===== src/rtl/machine_timer.sv =====
// Memory-mapped machine timer: 64-bit mtime/mtimecmp, optional msip, single-cycle bus port.
// Optional software-interrupt register enabled by defining MACHINE_TIMER_MSIP_EN.
module machine_timer #(
  parameter int unsigned TICK_DIV = 1
) (
  input  logic        i_clk,
  input  logic        i_rst_n,
  input  logic        i_req,
  input  logic        i_we,
  input  logic [4:0]  i_addr,
  input  logic [31:0] i_wdata,
  output logic        o_ack,
  output logic [31:0] o_rdata,
  output logic        o_timer_interrupt,
  output logic        o_software_interrupt
);

  localparam int unsigned TICK_W = 16;
  localparam int unsigned WORD_W = 3;
  localparam int unsigned DATA_W = 32;
  localparam int unsigned TIME_W = 64;

  localparam logic [WORD_W-1:0] W_MTIME_LO = WORD_W'(0);
  localparam logic [WORD_W-1:0] W_MTIME_HI = WORD_W'(1);
  localparam logic [WORD_W-1:0] W_CMP_LO   = WORD_W'(2);
  localparam logic [WORD_W-1:0] W_CMP_HI   = WORD_W'(3);
  localparam logic [WORD_W-1:0] W_MSIP     = WORD_W'(4);

  localparam logic [TICK_W-1:0] TICK_LAST = TICK_W'(TICK_DIV - 1);

  logic [TICK_W-1:0] tick_cnt_q, tick_cnt_d;
  logic [TIME_W-1:0] mtime_q, mtime_d;
  logic [TIME_W-1:0] mtimecmp_q, mtimecmp_d;
  logic [DATA_W-1:0] rdata_d;
  logic [WORD_W-1:0] word;
  logic              wr;
  logic              rd;
  logic              tick;
  logic              msip_rd;
  logic              unused_addr;

  assign word        = i_addr[4:2];
  assign wr          = i_req & i_we;
  assign rd          = i_req & ~i_we;
  assign unused_addr = ^i_addr[1:0];

  // Prescaler: tick fires on the last count of each TICK_DIV-cycle period
  always_comb begin
    tick       = 1'b0;
    tick_cnt_d = tick_cnt_q + TICK_W'(1);
    if (tick_cnt_q == TICK_LAST) begin
      tick       = 1'b1;
      tick_cnt_d = '0;
    end
  end

  // A write to either mtime half wins over the increment, without carry
  always_comb begin
    mtime_d = mtime_q;
    if (wr && word == W_MTIME_LO) begin
      mtime_d[31:0] = i_wdata;
    end else if (wr && word == W_MTIME_HI) begin
      mtime_d[63:32] = i_wdata;
    end else if (tick) begin
      mtime_d = mtime_q + TIME_W'(1);
    end
  end

  always_comb begin
    mtimecmp_d = mtimecmp_q;
    if (wr && word == W_CMP_LO) begin
      mtimecmp_d[31:0] = i_wdata;
    end else if (wr && word == W_CMP_HI) begin
      mtimecmp_d[63:32] = i_wdata;
    end
  end

`ifdef MACHINE_TIMER_MSIP_EN
  logic msip_q;

  always_ff @(posedge i_clk) begin
    if (!i_rst_n) begin
      msip_q <= 1'b0;
    end else if (wr && word == W_MSIP) begin
      msip_q <= i_wdata[0];
    end
  end

  assign msip_rd              = msip_q;
  assign o_software_interrupt = msip_q;
`else
  assign msip_rd              = 1'b0;
  assign o_software_interrupt = 1'b0;
`endif

  // Read mux samples pre-update register state; writes acknowledge with zero data
  always_comb begin
    rdata_d = '0;
    if (rd) begin
      case (word)
        W_MTIME_LO: rdata_d = mtime_q[31:0];
        W_MTIME_HI: rdata_d = mtime_q[63:32];
        W_CMP_LO:   rdata_d = mtimecmp_q[31:0];
        W_CMP_HI:   rdata_d = mtimecmp_q[63:32];
        W_MSIP:     rdata_d = {31'b0, msip_rd};
        default:    rdata_d = '0;
      endcase
    end
  end

  always_ff @(posedge i_clk) begin
    if (!i_rst_n) begin
      tick_cnt_q        <= '0;
      mtime_q           <= '0;
      mtimecmp_q        <= '1;
      o_ack             <= 1'b0;
      o_rdata           <= '0;
      o_timer_interrupt <= 1'b0;
    end else begin
      tick_cnt_q        <= tick_cnt_d;
      mtime_q           <= mtime_d;
      mtimecmp_q        <= mtimecmp_d;
      o_ack             <= i_req;
      o_rdata           <= rdata_d;
      o_timer_interrupt <= (mtime_q >= mtimecmp_q);
    end
  end

endmodule

===== config.mk =====
export PLATFORM = sky130hd
export DESIGN_NAME = machine_timer
export DESIGN_NICKNAME = d
export VERILOG_FILES = /design/src/rtl/machine_timer.sv
export SDC_FILE = /design/constraint.sdc
export NUM_CORES = 1
export LEC_CHECK = 0
export BUFFER_PORTS_ARGS = -buffer_cell sky130_fd_sc_hd__buf_4
export CAP_MARGIN = 5
export CELL_PAD_IN_SITES_DETAIL_PLACEMENT = 0
export CELL_PAD_IN_SITES_GLOBAL_PLACEMENT = 1
export CORE_AREA = 3 3 158 160
export DETAILED_ROUTE_END_ITERATION = 16
export DIE_AREA = 0 0 161 163
export GPL_ROUTABILITY_DRIVEN = 0
export PLACE_DENSITY = 0.83
export SLEW_MARGIN = 40
export SYNTH_ARGS = -nofsm -noshare
export SYNTH_HDL_FRONTEND = slang
export SYNTH_SLANG_ARGS = --single-unit

===== constraint.sdc =====
create_clock -name i_clk -period 2.77 [get_ports i_clk]
set_input_delay 0 -clock i_clk [delete_from_list [all_inputs] [get_ports i_clk]]
set_output_delay 0 -clock i_clk [all_outputs]
set_load 0.02 [all_outputs]

== After elaboration in Yosys (flattened, before gate mapping) ==
Cells that the tools add are included.
Storage, ports and cells
  bits in registers: 178
  word-level logic and storage cells: 40
Operators by class
  add/subtract/negate cells: 2
  magnitude comparators: 1
  eq/ne operators: 4
  mux-type cells: 6
  bitwise logic cells: 6
  reduce and logical (&&, ||, !) cells: 13
Operators by type and width (count)
  $pmux W32 S4: 1
  $mux W32: 3
  $add A64 B1 Y64 const B: 1
  $ge A64 B64 Y1: 1
  $mux W64: 1
  $add A16 B1 Y16 const B: 1
  $logic_not A16 Y1: 1
  $reduce_and A2 Y1: 4
  $eq A3 B2 Y1 const B: 2
  $logic_and A1 B1 Y1: 4
  $not A1 Y1: 4
  $reduce_bool A2 Y1: 2
  $eq A3 B1 Y1 const B: 1
  $logic_not A3 Y1: 1
  $and A1 B1 Y1: 2
  $ne A2 B2 Y1 const B: 1
  $reduce_or A2 Y1: 1
  $mux W1: 1

== Depth between registers and ports, before layout ==
Gate-level depths: netlist of run 1.
  depth after elaboration: 5
  depth in mapped cells: 9
  mapped depth without buffers: 8

== Worst setup path after synthesis of run 1 ==
No wires, ideal clock.
  kind: reg-to-reg
  from: register mtime_q[0]
  to: register mtime_q[62]
  data arrival time: 2991 ps
  required time: 2696 ps
  slack: -295 ps
  stages on the path, launching flop included: 10
  path buffers: 2
  period minus slack after synthesis: 3065 ps
  cells stage by stage: dfxtp_1 -> ha_1 -> inv_1 -> or4_1 -> buf_2 -> or4_4 -> buf_6 -> or3_4 -> or4_1 -> a31oi_1
On the way
  word-level cells in the longest chain between the ends: 3
Ends and longest elaborated chain
  start, declared: RTL line 32  | logic [TIME_W-1:0] mtime_q, mtime_d;
  start signal, assigned: RTL line 121  | mtime_q <= mtime_d;
  $add A64 B1 Y64: RTL line 65  | mtime_d = mtime_q + TIME_W'(1);
  $mux W64: RTL line 64  | end else if (tick) begin
  $mux W32: RTL line 62  | end else if (wr && word == W_MTIME_HI) begin
No other way between the ends. The select of a mux whose other input is x is not followed.
A chain may end at the register's enable or synchronous reset.

== Worst setup path in the final report of run 1 ==
  from: register mtime_q[1]
  to: register mtime_q[54]
Same word-level chain as after synthesis.

==> metrics.yaml, run 1 <==
max_stage_delay_ps: 560
synth.distinct_cells: 59
hold_path_end: "mtimecmp_q[32]"
path_class: "flip-flop to flip-flop"
grt_use_met2_pct: 38.55
synth_flop_cell: "dfxtp_1"
drive_above_1_share_pct: 15.13
die_width_um: 161
netlist_area_um2: 9714
cp_slowest_cell: "or4_4"
insertion_delay_ps: 430
hpwlAfterDp_um: 21990
core-area_um2: 23540
hold_viol: 0
busiest_layer: "met2"
syn_inst: 1181
r2r_start: "mtime_q[1]"
critPathRequiredTime_ps: 3120
status: "complete, no violations"
ys_seq_area_share_pct: 36.68
dp_slack_ps: 68.19
setup_viol: 0
antenna_found_initial: 1
clock_skew_ps: 9.258
met1_usage_pct: 31.87
period_minus_slack_ps: 2673
cts_tree: "yes"
grt_pass1_vias: 9061
maxCapViolations: 0
drt_iter0_drc: 831
slew_headroom_pct: 49.09
syn_avg_cell_area_um2: 8.226
crit_chain: "ha_4, inv_1, or4_4, or4_4, or3_4, or4_1, a31oi_1"
initial_core_util_pct: 41.26
reg2regPathDepth: 7
synth_top_area_share_pct: 36.68
r2r_end: "mtime_q[54]"
holdPathStages: 2
cp-start-kind: "flip-flop"
cts_inserted_buffers: 17
io_pins: 76
grt.total_usage_pct: 23.45
async_reset_ff_share_pct: 0
fin_nets: 1411
layout_common_cells: "dfxtp_1 (171), buf_4 (138), nand2_1 (131)"
layout_commonest_cell: "dfxtp_1"
tns_ps: 0
grt_max_degree: 60
die_h_um: 163
final.setup.worst_slack_ps: 96.75
path_clk_slew_ps: 70
gr-total-overflow: 0
gr-usage-met3_pct: 4.196
root_buffer: "clkbuf_16"
synth_nets: 1289
routed_wl_um: 30470
cp_common_cell: "or4_4"
powerDensity_nw_per_um2: 472.9
diodes: 0
h-tree-depth: 4
hold_path_class: "input port to flip-flop"
fp-row-count: 56
grt_pass1_wl_um: 49370
drt_first_pass_iters: 5
clk_path_buf_depth: 2
drc: 0
dieArea_um2: 26240
fmax_ghz: 0.3741
synth_warnings: 0
drv_slew: 0
synth_top_area_cell: "dfxtp_1"
wire_per_inst_um: 18.65
viasPerCell: 5.778
worst_pin_slew_ps: 762.5
p_leak_uw: 0.005029
grt_setup_unrepaired: "false"
crit_fanout: 6
fin_crit_sh_pct: 96.51
cts.sinks: 178
max-vdd-ir-drop_mv: 0.3610
worstHoldStart: "i_rst_n"
portBuffers: 72
synth_seq_cells: 178
syn2layout_area_growth_pct: 22.80
end_kind: "flip-flop"
cp_data_arrival_time_ps: 3030
yosys-top-cells-area: "dfxtp_1 (37%), ha_1 (8.6%), a22oi_1 (5.7%), o211ai_1 (5.5%), nand2_1 (5.1%)"
reg2reg_slack_ps: 100
synth_edf_count: 0
final_antenna_net_count: 0
via_count: 9442
==> stage by stage <==
step	cells	hold slack, ps	area, µm²	total power, µW	util [%]
after floorplan	1181	136.0	9747	2924	-
after global placement	1568	264.9	10960	3102	46.54
after detailed placement	1568	271.6	10960	3110	46.54
after CTS	1632	30.07	11900	5676	50.54
after global routing	1634	52.27	11930	5842	50.67
final	1634	31.50	11930	5641	50.67
==> cells by family (layout without fill, tap and decap cells) <==
logic type / count (synthesis) / in the layout / share of synthesized area [%]
flip-flops: 178 / 178 / 36.68
buffers and inverters: 142 / 276 / 5.616
multiplexers: 4 / 4 / 0.4379
AO/OA/AOI/OAI: 344 / 344 / 23.63
XOR/XNOR: 45 / 45 / 4.057
other: 1 / 1 / 0.03860
adder cells (fa/ha/maj): 67 / 67 / 8.630
AND/OR/NAND/NOR: 400 / 400 / 20.90
==> cell type report <==
cell class                 instances  area (µm²)
sequential                       178        3577
inverter                          72       270.3
tap                              319       399.1
multi-input combinational        861        5665
timing repair buffer             173        1406
clock inverter                    11       153.9
fill                            2293       11610
clock buffer                      20       456.7
==> metal layers <==
| layer | vias up | share of wire, % |
|---|---|---|
| li1 | 4621 | - |
| met1 | 4506 | 46 |
| met2 | 280 | 47 |
| met3 | 35 | 5.5 |
| met4 | 0 | 1.6 |
| met5 | - | 0 |
==> timing repair <==
item	CTS	global route
endpoints found under the hold margin	127	0
resized for setup	0	3
setup endpoints to repair	0	7
hold buffers	33	0
buffers inserted	0	2
==> critical path: cells and delay by family, from the launching register on <==
kind / cells / cell delay (ps)
simple gates: 4 / 1830
flops: 1 / 390
fa+ha+maj: 1 / 170
compound gates: 1 / 160
buf+inv: 1 / 50
==> synth_stat cells, types with 2 or more instances <==
cell type and instances:
dfxtp_1 178, nand2_1 131, a21oi_1 79, a22oi_1 74, inv_1 71, o211ai_1 71, ha_1 67, clkbuf_1 66
nor2_1 63, nand3_1 47, o21ai_0 44, nand4_1 37, and3_1 25, xnor2_1 23, xor2_1 22, nor4_1 21
a211oi_1 18, nor3_1 18, a21o_1 11, and4_1 11, or4_1 11, a31oi_1 9, and2_1 9, o31a_1 6
o31ai_1 6, or3_1 6, a221oi_1 4, nor2b_1 4, o2111ai_1 4, a311oi_1 3, nor3b_1 3, o22ai_1 3
o311ai_0 3, and4_2 2, mux2_2 2, mux2i_1 2, nand4bb_1 2, nor4b_1 2, o311a_1 2, o311ai_1 2
==> flip-flops by register name, summed over array words and instances, names as in the netlist <==
name / cells
mtimecmp_q: 64
o_rdata: 32
o_timer_interrupt: 1
tick_cnt_q: 16
o_ack: 1
mtime_q: 64
==> power by group <==
part	internal [µW]	switching, µW	leakage, µW
clock	1470	1070	0.000293
sequential	2610	45.4	0.00145
combinational	188	257	0.00329
total	4270	1370	0.00503
==> how the worst max path moves through the flow <==
stage / start / end / slack (ps)
after floorplan: mtime_q[1] / mtime_q[62] / 10
after global placement: mtime_q[1] / mtime_q[54] / 90
after detailed placement: mtime_q[1] / mtime_q[54] / 70
after CTS: mtime_q[0] / mtime_q[54] / 50
after global routing: tick_cnt_q[0] / mtime_q[29] / 3
final: mtime_q[1] / mtime_q[54] / 100
No activity file was read; power rests on OpenSTA's default activity.
==> inputs of run 2 (changes only) <==
--- a/config.mk
+++ b/config.mk
@@ -8,12 +8,12 @@
 export BUFFER_PORTS_ARGS = -buffer_cell sky130_fd_sc_hd__buf_4
 export CAP_MARGIN = 5
 export CELL_PAD_IN_SITES_DETAIL_PLACEMENT = 0
-export CELL_PAD_IN_SITES_GLOBAL_PLACEMENT = 1
-export CORE_AREA = 3 3 158 160
+export CELL_PAD_IN_SITES_GLOBAL_PLACEMENT = 2
+export CORE_AREA = 3 3 176 178
 export DETAILED_ROUTE_END_ITERATION = 16
-export DIE_AREA = 0 0 161 163
+export DIE_AREA = 0 0 179 181
 export GPL_ROUTABILITY_DRIVEN = 0
-export PLACE_DENSITY = 0.83
+export PLACE_DENSITY = 0.82
 export SLEW_MARGIN = 40
 export SYNTH_ARGS = -nofsm -noshare
 export SYNTH_HDL_FRONTEND = slang
==> run 2 against run 1 <==
Core utilization decreased by 10 points; hold slack better by 20 ps; sequential share of layout area shrank 0.20 points; setup slack got worse by 17 ps; final cell count grew 4.7%; critical endpoint unchanged.
==> metrics.yaml, run 2 (synthesis results as in run 1) <==
status: "complete, no violations"
syn2layout_area_growth_pct: 23.76
grt.total_usage_pct: 20.28  # -3.2 points
core-area_um2: 29560  # +26%
root_buffer: "clkbuf_16"
r2r_end: "mtime_q[54]"
initial_core_util_pct: 32.86  # -8.4 points
post-route-util_pct: 40.67  # -10 points
slew_headroom_pct: 45.71  # -3.4 points
cp_slowest_cell: "or4_4"
final.setup.worst_slack_ps: 79.83  # -16.91 ps
clock_skew_ps: 14.29  # +5.035 ps
cp_common_cell: "or4_4"
max_stage_delay_ps: 580  # +20 ps
cts_tree: "yes"
maxCapViolations: 0  # unchanged
fp-row-count: 63  # +13%
setup_viol: 0  # unchanged
fin_crit_sh_pct: 97.12  # +0.61 points
layout_commonest_cell: "dfxtp_1"
path_clk_slew_ps: 80  # about the same
grt_pass1_wl_um: 51830  # +5.0%
r2r_start: "mtime_q[5]"
viasPerCell: 5.490  # -5.0%
clk_path_buf_depth: 2  # unchanged
wire_per_inst_um: 19.29  # +3.4%
top_regs: "mtime_q x64, mtimecmp_q x64, o_rdata x32"
holdPathStages: 2  # unchanged
worstHoldStart: "i_rst_n"
fin_nets: 1416  # +0.35%
hold_path_end: "mtimecmp_q[1]"
grt_max_degree: 60  # unchanged
reg2reg_slack_ps: 80  # -20 ps
insertion_delay_ps: 440  # about the same
period_minus_slack_ps: 2690  # +16.91 ps
cts_inserted_buffers: 17  # unchanged
dieArea_um2: 32400  # +23%
tns_ps: 0  # unchanged
drc: 0  # unchanged
crit_chain: "nand4_2, or4_4, or4_4, or3_4, or4_1, a31oi_1"
drv_slew: 0  # unchanged
drt_first_pass_iters: 5  # unchanged
worst_pin_slew_ps: 813.1  # +50.59 ps
cts.sinks: 178  # unchanged
p_leak_uw: 0.005040  # +0.21%
powerDensity_nw_per_um2: 468.7  # -0.90%
io_pins: 76  # unchanged
routed_wl_um: 33000  # +8.3%
reg2regPathDepth: 6  # -1
die_h_um: 181  # +11%
hold_path_class: "input port to flip-flop"
diodes: 0  # unchanged
drt_iter0_drc: 773  # -7.0%
portBuffers: 72  # unchanged
grt_pass1_vias: 9126  # +0.72%
drive_above_1_share_pct: 15.59  # +0.46 points
grt_setup_unrepaired: "false"
crit_fanout: 5  # -1
total_power_uw: 5635  # -0.12%
die_width_um: 179  # +11%
h-tree-depth: 4  # unchanged
holdWs_ps: 51.03  # +19.53 ps
hold_viol: 0  # unchanged
antenna_found_initial: 0  # -1
final_antenna_net_count: 0  # unchanged
cp_data_arrival_time_ps: 3050  # +20 ps
layout_common_cells: "dfxtp_1 (170), buf_4 (145), nand2_1 (131)"
gr-total-overflow: 0  # unchanged
fmax_ghz: 0.3717  # -0.63%
hpwlAfterDp_um: 23910  # +8.8%
path_class: "flip-flop to flip-flop"
end_kind: "flip-flop"
dp_slack_ps: -93.53  # -161.7 ps
via_count: 9394  # -0.51%
num-fill-cells: 3007  # +31%
cp-start-kind: "flip-flop"
critPathRequiredTime_ps: 3130  # about the same
max-vdd-ir-drop_mv: 0.4306  # +19%
[run 2: repair_timing]
item | 4_1_cts | 5_1_grt
hold buffers | 33 | 0
buffers inserted | 0 | 1
pin swaps | 0 | 1
setup endpoints to repair | 7 | 14
endpoints found under the hold margin | 126 | 0
resized for setup | 1 | 4
[run 2: layout make-up]
class                   count  area (µm²)  area share (%)
clock inverters            15       171.4           1.426
flip-flops and latches    178        3581           29.78
multi-input cells         861        5668           47.14
clock buffers              17       425.4           3.538
repair buffers            178        1419           11.80
well taps                 390       488.0           4.059
inverters                  72       270.3           2.248
[run 2: worst max-delay path: cells and delay by family, from the launching register on]
| family | cells | cell delay (ps) |
|---|---|---|
| AO/OA/AOI/OAI | 1 | 180 |
| AND/OR/NAND/NOR | 5 | 2070 |
| flip-flops | 1 | 380 |
[run 2: metrics by stage]
step | instances | cell area, µm²
final | 1711 | 12020
after global routing | 1711 | 12020
after CTS | 1710 | 12000
after detailed placement | 1645 | 11070
after global placement | 1645 | 11070
after floorplan | 1181 | 9747
[run 2: per-layer routing]
| metal | GRT usage (%) | up-vias | wire (µm) |
|---|---|---|---|
| met1 | 28.49 | 4487 | 15960 |
| li1 | - | 4641 | - |
| met2 | 32.72 | 233 | 15100 |
| met3 | 2.732 | 33 | 1366 |
| met5 | 0 | - | 0 |
| met4 | 5.112 | 0 | 571 |
[run 2: report_power, final]
group | internal [µW] | switching (µW)
clock network | 1360 | 1180
logic | 188 | 265
registers | 2610 | 43.5
[run 2: worst max path at each step]
stage | start | endpoint | slack (ps) | cells past startpoint
after CTS | mtime_q[5] | mtime_q[54] | 40 | 6
after global placement | tick_cnt_q[0] | mtime_q[29] | -80 | 10
after floorplan | mtime_q[1] | mtime_q[62] | 10 | 9
after detailed placement | tick_cnt_q[0] | mtime_q[29] | -90 | 10
after global routing | mtime_q[29] | mtime_q[62] | 2 | 6
final | mtime_q[5] | mtime_q[54] | 80 | 6
==> inputs of run 3 (changes only) <==
--- a/config.mk
+++ b/config.mk
@@ -5,15 +5,16 @@
 export SDC_FILE = /design/constraint.sdc
 export NUM_CORES = 1
 export LEC_CHECK = 0
+export ABC_AREA = 1
 export BUFFER_PORTS_ARGS = -buffer_cell sky130_fd_sc_hd__buf_4
 export CAP_MARGIN = 5
 export CELL_PAD_IN_SITES_DETAIL_PLACEMENT = 0
 export CELL_PAD_IN_SITES_GLOBAL_PLACEMENT = 2
-export CORE_AREA = 3 3 176 178
+export CORE_AREA = 3 3 193 195
 export DETAILED_ROUTE_END_ITERATION = 16
-export DIE_AREA = 0 0 179 181
+export DIE_AREA = 0 0 196 198
 export GPL_ROUTABILITY_DRIVEN = 0
-export PLACE_DENSITY = 0.82
+export PLACE_DENSITY = 0.83
 export SLEW_MARGIN = 40
 export SYNTH_ARGS = -nofsm -noshare
 export SYNTH_HDL_FRONTEND = slang
==> run 3 against run 2 <==
Flip-flop and latch count stayed put; clock-buffer cell count is 2 higher; hold slack worse by 9.6 ps; total power is 0.66% lower; core utilization is 4.4 points lower; area after synthesis is 13% higher; final cell count is 29% higher; setup slack better by 330 ps; clock power is 4% lower; critical path type unchanged; largest power group unchanged.
==> metrics.yaml, run 3 <==
status: "complete, no violations"
core-area_um2: 35570  # +20%
period_minus_slack_ps: 2360  # -330.0 ps
grt.total_usage_pct: 22.08  # +1.8 points
io_pins: 76  # unchanged
post_cts_resized: 0  # -1
worst_pin_slew_ps: 695.7  # -117.4 ps
fp-row-count: 69  # +9.5%
synth_nets: 1762  # +37%
syn_avg_cell_area_um2: 6.633  # -19%
layout_commonest_cell: "nand2_1"
hpwlAfterDp_um: 32290  # +35%
die_width_um: 196  # +9.5%
final_antenna_net_count: 0  # unchanged
path_depth: 10  # +4
synth_edf_count: 0  # unchanged
clock_skew_ps: 14.02  # -0.2764 ps
crit_fanout: 5  # unchanged
async_reset_ff_share_pct: 0  # unchanged
hold_viol: 0  # unchanged
num-fill-cells: 3892  # +29%
slew_headroom_pct: 53.19  # +7.5 points
syn2layout_area_growth_pct: 17.63
grt_pass1_wl_um: 65860  # +27%
syn_inst: 1654  # +40%
grt_max_degree: 57  # -5.0%
synth.most_common_cell: "nand2_1"
die_h_um: 198  # +9.4%
fmax_ghz: 0.4237  # +14%
cts.sinks: 178  # unchanged
antenna_found_initial: 0  # unchanged
layout_common_cells: "nand2_1 (418), inv_1 (208), nor2_1 (199)"
drv_slew: 0  # unchanged
top_regs: "mtime_q x64, mtimecmp_q x64, o_rdata x32"
wire_per_inst_um: 19.36  # +0.40%
via_count: 11367  # +21%
maxCapViolations: 0  # unchanged
p_leak_uw: 0.005905  # +17%
cp_data_arrival_time_ps: 2710  # -340 ps
placed_cell_area_um2: 12020  # +8.6%
drc: 0  # unchanged
synth_seq_cells: 178  # unchanged
grt_setup_unrepaired: "false"
routed_wl_um: 42850  # +30%
drt_iter0_drc: 856  # +11%
max_stage_delay_ps: 450  # -130 ps
path_class: "flip-flop to flip-flop"
crit_chain: "ha_1, nand3_2, inv_1, nand2_2, nor2_2, nand4_1, o21ai_0, nand2_1, o21ai_1, nor2_1"
critPathRequiredTime_ps: 3120  # about the same
reg2regPathDepth: 10  # +4
drt_first_pass_iters: 5  # unchanged
holdPathStages: 2  # unchanged
initial_core_util_pct: 30.85  # -2.0 points
final_area_um2: 12910  # +7.3%
synth_warnings: 0  # unchanged
tns_ps: 0  # unchanged
powerDensity_nw_per_um2: 433.7  # -7.5%
dp.cells: 2147  # +31%
viasPerCell: 5.136  # -6.4%
dieArea_um2: 38810  # +20%
fin_cells: 2213  # +29%
reg2reg_slack_ps: 410  # +330 ps
cts_tree: "yes"
clk_path_buf_depth: 2  # unchanged
fin_nets: 1846  # +30%
total_power_uw: 5597  # -0.66%
h-tree-depth: 4  # unchanged
cp-start-kind: "flip-flop"
setup_viol: 0  # unchanged
portBuffers: 72  # unchanged
synth_top_area_cell: "dfxtp_1"
root_buffer: "clkbuf_16"
ys_seq_area_share_pct: 32.48  # -4.2 points
path_delay_family: "simple AND/OR/NAND/NOR gates"
end_kind: "flip-flop"
drive_above_1_share_pct: 9.366  # -6.2 points
netlist_area_um2: 10970  # +13%
synth_flop_cell: "dfxtp_1"
path_clk_slew_ps: 80  # about the same
gr-total-overflow: 0  # unchanged
max-vdd-ir-drop_mv: 0.3759  # -13%
insertion_delay_ps: 450  # about the same
fin_crit_sh_pct: 85.21  # -12 points
synth_top_area_share_pct: 32.48  # -4.2 points
yosys-top-cells-count: "nand2_1 (420), inv_1 (209), nor2_1 (199)"
yosys-top-cells-area: "dfxtp_1 (32%), nand2_1 (14%), ha_1 (7.6%), inv_1 (7.2%), nor2_1 (6.8%)"
synth.distinct_cells: 42  # -29%
hold_path_class: "input port to flip-flop"
cp_slowest_cell: "dfxtp_1"
cts_inserted_buffers: 17  # unchanged
grt_pass1_vias: 11069  # +21%
worst-path-buf-inv: 1  # +1
==> run 3: cell count changes after synthesis, sizes merged, moves of 26 or more <==
| cell | before | now |
|---|---|---|
| a22oi | 74 | 6 |
| nor2 | 63 | 213 |
| clkbuf | 66 | 39 |
| inv | 72 | 217 |
| o21ai | 45 | 71 |
| a21oi | 79 | 114 |
| nand2 | 131 | 430 |
| nand3 | 47 | 76 |
==> run 3: worst paths after layout <==
path                       from             end
setup / recovery     mtime_q[1]     mtime_q[44]
hold / removal          i_rst_n  mtimecmp_q[41]
setup reg to reg     mtime_q[1]     mtime_q[44]
hold reg to reg   tick_cnt_q[0]   tick_cnt_q[0]
==> run 3: cells by family after synthesis <==
logic type                 after synthesis  share of synthesized area [%]
buffers and inverters                  279                          9.944
DFF                                    178                          32.48
AOI/OAI and AO/OA                      333                          18.41
adders and majority gates               67                          7.641
and+or+nand+nor                        782                          30.38
other                                    1                        0.03418
xor gates and xnor gates                14                          1.118
==> run 3: layout make-up <==
cell class	count	area [µm²]	share of cell area (%)
multi-input combinational	1197	6335	49.08
sequential	178	3563	27.61
timing repair buffer	126	1054	8.163
inverter	218	818.3	6.340
tap	461	576.8	4.469
clock buffer	19	432.9	3.354
clock inverter	13	123.9	0.9598
antenna	1	2.502	0.01939
==> run 3: repair_timing <==
item	CTS	global route
hold buffers	33	0
buffers inserted	0	0
endpoints found under the setup margin	0	0
endpoints found under the hold margin	111	0
==> run 3: per-stage QoR <==
step	setup WS, ps	hold WS (ps)	utilization [%]
2_1_floorplan	1064	93.45	-
3_3_place_gp	436.0	198.0	33.78
3_5_place_dp	443.8	203.7	33.78
4_1_cts	428.0	27.36	36.28
5_1_grt	183.4	48.27	36.28
6_report	409.8	41.45	36.28
==> run 3: layer usage <==
metal,global-route usage [%],wire (µm)
met5,0,0
met4,6.549,826
met3,2.995,2085
met2,37.14,20120
met1,29.63,19820
==> run 3: power breakdown <==
| part | leakage (µW) | total, µW | switching (µW) | internal (µW) |
|---|---|---|---|---|
| clock network | 0.000271 | 2420 | 1170 | 1260 |
| logic | 0.00419 | 499 | 307 | 191 |
| registers | 0.00144 | 2670 | 65.4 | 2610 |
